<file path="src/rtl/frog_ride_ctrl.sv">
// frog_ride_ctrl: per-frame land/ride/sink/drown controller for the frog on lilypad rows.
// Inputs : Clk, Reset_n (async, active low), frame_tick, Frog_X/Frog_Y, Frog_Hop_Busy,
//          Row_Y/Row_Collision/Row_Remainder/Row_Direction (per row, packed), Respawn_Ack.
// Outputs: Ride_Step/Ride_Dir (1 px ride command), Riding, Sink_Active, Frog_Drown, Ride_Row.
// Option : FROG_RIDE_SINK_ANIM_EN keeps the frog in SINKING for SINK_FRAMES frames;
//          without it SINKING lasts one Clk and Sink_Active is tied low.
module frog_ride_ctrl #(
  parameter int ROWS        = 4,
  parameter int SCREEN_W    = 640,
  parameter int FROG_W      = 32,
  parameter int SINK_FRAMES = 30
) (
  input  logic              Clk,
  input  logic              Reset_n,
  input  logic              frame_tick,
  input  logic [10:0]       Frog_X,
  input  logic [10:0]       Frog_Y,
  input  logic              Frog_Hop_Busy,
  input  logic [ROWS*11-1:0] Row_Y,
  input  logic [ROWS-1:0]   Row_Collision,
  input  logic [ROWS*6-1:0] Row_Remainder,
  input  logic [ROWS-1:0]   Row_Direction,
  input  logic              Respawn_Ack,
  output logic              Ride_Step,
  output logic              Ride_Dir,
  output logic              Riding,
  output logic              Sink_Active,
  output logic              Frog_Drown,
  output logic [2:0]        Ride_Row
);
  typedef enum logic [1:0] {LAND, RIDING, SINKING, DROWNED} state_t;
  if (ROWS < 1 || ROWS > 8 || SINK_FRAMES < 1 || SINK_FRAMES > 63) begin : g_bad_param
    $error("frog_ride_ctrl: parameter out of range");
  end
  state_t      state_q, state_d;
  logic [2:0]  ride_row_q, ride_row_d, match_r;
  logic        ride_step_q, ride_step_d, ride_dir_q, ride_dir_d;
  logic        match_v, match_coll, match_dir, at_edge;
  logic [5:0]  match_rem;
  logic [11:0] x_end;
`ifdef FROG_RIDE_SINK_ANIM_EN
  logic [5:0]  sink_q, sink_d;
`endif
  // Lowest-index row whose y equals the frog's y; its per-row inputs are captured alongside.
  always_comb begin
    match_v    = 1'b0;
    match_r    = '0;
    match_coll = 1'b0;
    match_dir  = 1'b0;
    match_rem  = '0;
    for (int i = ROWS - 1; i >= 0; i--) begin
      if (Frog_Y == Row_Y[i*11 +: 11]) begin
        match_v    = 1'b1;
        match_r    = 3'(i);
        match_coll = Row_Collision[i];
        match_dir  = Row_Direction[i];
        match_rem  = Row_Remainder[i*6 +: 6];
      end
    end
  end
  // 12-bit sum so a frog near x=2047 cannot wrap past the right edge.
  assign x_end   = {1'b0, Frog_X} + 12'(FROG_W);
  assign at_edge = match_dir ? (x_end >= 12'(SCREEN_W)) : (Frog_X == '0);
  // While riding, the frog stays at the matched row's y, so the matched row is the ridden row;
  // re-matching each frame also picks up a new row after a hop.
  always_comb begin
    state_d     = state_q;
    ride_row_d  = ride_row_q;
    ride_step_d = 1'b0;
    ride_dir_d  = ride_dir_q;
`ifdef FROG_RIDE_SINK_ANIM_EN
    sink_d      = sink_q;
`endif
    case (state_q)
      LAND: if (frame_tick && !Frog_Hop_Busy && match_v) begin
        state_d    = match_coll ? RIDING : SINKING;
        ride_row_d = match_coll ? match_r : ride_row_q;
      end
      RIDING: if (frame_tick && !Frog_Hop_Busy) begin
        if (!match_v) state_d = LAND;
        else if (!match_coll) state_d = SINKING;
        else begin
          ride_row_d = match_r;
          if (match_rem == '0) begin
            if (at_edge) state_d = SINKING;
            else begin
              ride_step_d = 1'b1;
              ride_dir_d  = match_dir;
            end
          end
        end
      end
`ifdef FROG_RIDE_SINK_ANIM_EN
      SINKING: if (frame_tick) begin
        if (sink_q == '0) state_d = DROWNED;
        else sink_d = sink_q - 6'd1;
      end
`else
      SINKING: state_d = DROWNED;
`endif
      DROWNED: if (Respawn_Ack) state_d = LAND;
      default: state_d = LAND;
    endcase
`ifdef FROG_RIDE_SINK_ANIM_EN
    if (state_d == SINKING && state_q != SINKING) sink_d = 6'(SINK_FRAMES - 1);
`endif
  end
  always_ff @(posedge Clk or negedge Reset_n) begin
    if (!Reset_n) begin
      state_q     <= LAND;
      ride_row_q  <= '0;
      ride_step_q <= 1'b0;
      ride_dir_q  <= 1'b0;
`ifdef FROG_RIDE_SINK_ANIM_EN
      sink_q      <= '0;
`endif
    end else begin
      state_q     <= state_d;
      ride_row_q  <= ride_row_d;
      ride_step_q <= ride_step_d;
      ride_dir_q  <= ride_dir_d;
`ifdef FROG_RIDE_SINK_ANIM_EN
      sink_q      <= sink_d;
`endif
    end
  end
  assign Ride_Step  = ride_step_q;
  assign Ride_Dir   = ride_dir_q;
  assign Ride_Row   = ride_row_q;
  assign Riding     = state_q == RIDING;
  assign Frog_Drown = state_q == DROWNED;
`ifdef FROG_RIDE_SINK_ANIM_EN
  assign Sink_Active = state_q == SINKING;
`else
  assign Sink_Active = 1'b0;
`endif
endmodule
</file>
<file path="config.mk">
export PLATFORM = sky130hd
export DESIGN_NAME = frog_ride_ctrl
export DESIGN_NICKNAME = d
export VERILOG_FILES = /design/src/rtl/frog_ride_ctrl.sv
export SDC_FILE = /design/constraint.sdc
export NUM_CORES = 1
export LEC_CHECK = 0
export ABC_CLOCK_PERIOD_IN_PS = 2400
export CAP_MARGIN = 10
export CELL_PAD_IN_SITES_DETAIL_PLACEMENT = 1
export CELL_PAD_IN_SITES_GLOBAL_PLACEMENT = 2
export CORE_ASPECT_RATIO = 0.8
export CORE_MARGIN = 5
export CORE_UTILIZATION = 15
export DETAILED_ROUTE_END_ITERATION = 12
export GPL_TIMING_DRIVEN = 0
export PLACE_DENSITY_LB_ADDON = 0.08
export SLEW_MARGIN = 40
export SYNTH_ARGS = -nofsm -noshare
export SYNTH_HDL_FRONTEND = slang
export SYNTH_SLANG_ARGS = --single-unit
</file>
<file path="constraint.sdc">
create_clock -name Clk -period 2.4 [get_ports Clk]
set_input_delay 0.48 -clock Clk [delete_from_list [all_inputs] [get_ports Clk]]
set_output_delay 0.48 -clock Clk [all_outputs]
set_load 0.005 [all_outputs]
</file>
==> results.cfg <==
[global_routing]
grt_pass1_vias = 1859
grt-ovfl-total = 0
grt_max_degree = 8
antenna_found_initial = 0
grt.total_usage = 0.129
grt_pass1_wl_um = 9650

[power_and_ir_drop]
irDropWorstVdd_v = 0.000113
powerDensity_nw_per_um2 = 242
total_power_uw = 714
p_leak_uw = 0.00126

[clocking]
clockRootBuffer = clkbuf_8
clock-sinks = 6
cts_tree = yes
htreeDepth = 1
cts_max_path_buffers = 2
clock_latency_ns = 0.23
cts_made_buffers = 3
clk_pin_slew_ns = 0.03

[detailed_routing]
remaining_drc_errors = 0
drtAntennaViolNets = 0
via_count = 1692
drtIter0Drc = 24
wirelength_um = 6290
drtPass1Iterations = 4
viasPerCell = 4.25
wl_per_cell_um = 15.8

[placed_design]
gp_congestion = 0.719
placed_area_um2 = 2380
dp_slack_ns = -1.21
io_buffers = 108
dp_hpwl_um = 4970

[finish]
multi_input_area_um2 = 1320
layout.nets = 399
area_growth_pct = 153
antennaDiodeCount = 0
fin_area_um2 = 2950
final_util = 0.394
drive_above_1_share = 0.352
fillers = 892
ff_latch_area_um2 = 150

[synth]
yosys.area.top_type = xnor2_1
ys_ff_latch = 6
synth_area_leaders = xnor2_1 17%, xor2_1 17%, dfrtp_1 13%
synth_cell_types = 42
yosysTopAreaCellShare = 0.165
syn_inst = 150
yosysWarnings = 0
ys_seq_area_frac = 0.129
avgSynthCellArea_um2 = 7.77
syn-cell-area_um2 = 1170

[flow_run]
drv_cap = 0

[sta]
worst_slack_ns = -0.230
period_share = 1.10
maxSlewViolCount = 0
finalHoldViolations = 0
period_needed_ns = 2.63
fmax_ghz = 0.380
fin_skew_ns = 0.00210
rsz0062_at_grt = yes
setup_violations = 3

[worst_setup_path]
r2r_start = state_q[1]$_DFFE_PN0P_
crit_end = Ride_Dir$_DFFE_PN0P_
start_kind = input port
r2r-end = Ride_Dir$_DFFE_PN0P_
cp_data_required_time_ns = 2.51
crit_path_end_kind = flop
worstSetupStartpoint = Row_Y[29]
reg2reg_slack_ns = 0.63
reg2reg_depth = 6
arrival_ns = 2.73
crit_type = input port to flop
cp_max_fo = 3

[floorplan]
top_level_ports = 111
start_util = 0.156
die_x_um = 109
coreArea_um2 = 7500
die_y_um = 88.9
dieArea_um2 = 9650
rows = 28

[min_path]
hold_path.class = flop to flop

[run_status]
status = finished, violations left
violations = negative setup slack
-- critical path: stages --
cell and delay, ns:
clkdlybuf4s15_1 0.20, xnor2_2 0.15, nand4_1 0.16, or3_4 0.40
a311o_1 0.38, a31o_1 0.24, a2111oi_4 0.37, mux2_1 0.35
-- power breakdown --
group	total, µW	switching, µW	internal (µW)
Combinational	424	183	242
Clock	154	46.2	108
Sequential	135	19.4	116
-- flip-flops by register name (all words and copies together), names as in the netlist --
| name | flops |
|---|---|
| Ride_Row | 2 |
| Ride_Step | 1 |
| Ride_Dir | 1 |
| state_q | 2 |
-- routing by layer --
metal / up-vias / share of wire / track usage
met5: - / 0 / 0
met4: 0 / 0.0075 / 0.0206
met3: 7 / 0.11 / 0.0408
met2: 74 / 0.44 / 0.216
met1: 770 / 0.45 / 0.167
li1: 841 / - / -
-- kinds of logic (layout without fill, tap and decap cells) --
family,Yosys count,after routing,share of synthesized area
other,1,2,0.00322
buffers and inverters,12,154,0.0451
AOI/OAI and AO/OA,29,29,0.194
muxes,2,2,0.0193
adders and majority gates,1,1,0.0107
DFF,6,6,0.129
xor gates and xnor gates,44,44,0.330
and+or+nand+nor,55,55,0.268
-- cells in the mapped netlist --
master / number
xnor2_1: 22
xor2_1: 22
nor4_1: 11
inv_1: 9
nor3_1: 8
nor2_1: 7
dfrtp_1: 6
nand3_1: 6
a211oi_1: 5
nand2_1: 5
nand4_1: 5
a21o_1: 3
nor3b_1: 3
o21ai_0: 3
or4_1: 3
a21oi_1: 2
a31oi_1: 2
buf_4: 2
nand2b_1: 2
o211ai_1: 2
a2111oi_2: 1
a211o_1: 1
a221o_1: 1
a311o_1: 1
a311oi_1: 1
a31o_1: 1
and2_1: 1
and3_1: 1
clkbuf_1: 1
conb_1: 1
ha_1: 1
mux2_1: 1
mux2_2: 1
nand3_2: 1
o2111ai_1: 1
o211a_1: 1
o21a_1: 1
o311a_1: 1
o31ai_1: 1
o41ai_1: 1
or3_1: 1
or3_4: 1
-- stage by stage --
| stage | instances | TNS (ns) | hold WS [ns] |
|---|---|---|---|
| finish | 398 | -0.303 | 0.489 |
| global route | 398 | -0.755 | 0.505 |
| CTS | 392 | -0.217 | 0.491 |
| detailed placement | 364 | -5.85 | 0.483 |
| global placement | 364 | -6.16 | 0.477 |
| floorplan | 151 | -0.0844 | 0.184 |
-- layout make-up --
type | instances | share of cell area
well taps | 105 | 0.0445
flip-flops and latches | 6 | 0.0509
clock buffers | 3 | 0.0140
multi-input cells | 133 | 0.449
inverters | 9 | 0.0115
repair buffers | 139 | 0.421
plain buffers | 3 | 0.00975
-- repair_timing --
action                                  in CTS  in global routing
setup buffers                               24                  7
hold buffers                                 0                  0
gates resized for setup                    189                 23
cloned                                       1                  0
endpoints found under the setup margin       6                  5
pin swaps                                   57                 28
-- worst min-delay path by stage --
stage | endpoint | cells after the start | from
after floorplan | Ride_Dir$_DFFE_PN0P_ | 0 | Reset_n
after global placement | Ride_Dir$_DFFE_PN0P_ | 1 | Ride_Dir$_DFFE_PN0P_
after global routing | Ride_Dir$_DFFE_PN0P_ | 1 | Ride_Dir$_DFFE_PN0P_
after detailed placement | Ride_Dir$_DFFE_PN0P_ | 1 | Ride_Dir$_DFFE_PN0P_
after CTS | Ride_Dir$_DFFE_PN0P_ | 1 | Ride_Dir$_DFFE_PN0P_
final | Ride_Dir$_DFFE_PN0P_ | 1 | Ride_Dir$_DFFE_PN0P_
-- placed cells by master, fill, tap and decap left out, types with 3 or more instances in the layout --
master and count:
nor4_4 4, dfrtp_1 6, buf_6 8, nor3_4 4
clkdlybuf4s50_1 47, buf_2 11, xor2_1 20, nand3_1 3
nor4_1 3, nor2_1 6, a211oi_2 3, nand2_1 5
dlygate4sd2_1 24, clkbuf_8 4, buf_4 32, nor4_2 4
nand3_2 3, nand4_1 5, dlymetal6s2s_1 3, xnor2_2 6
xnor2_1 15, inv_1 9, clkdlybuf4s15_1 12, a21o_1 3
No activity file was read; power rests on OpenSTA's default activity.
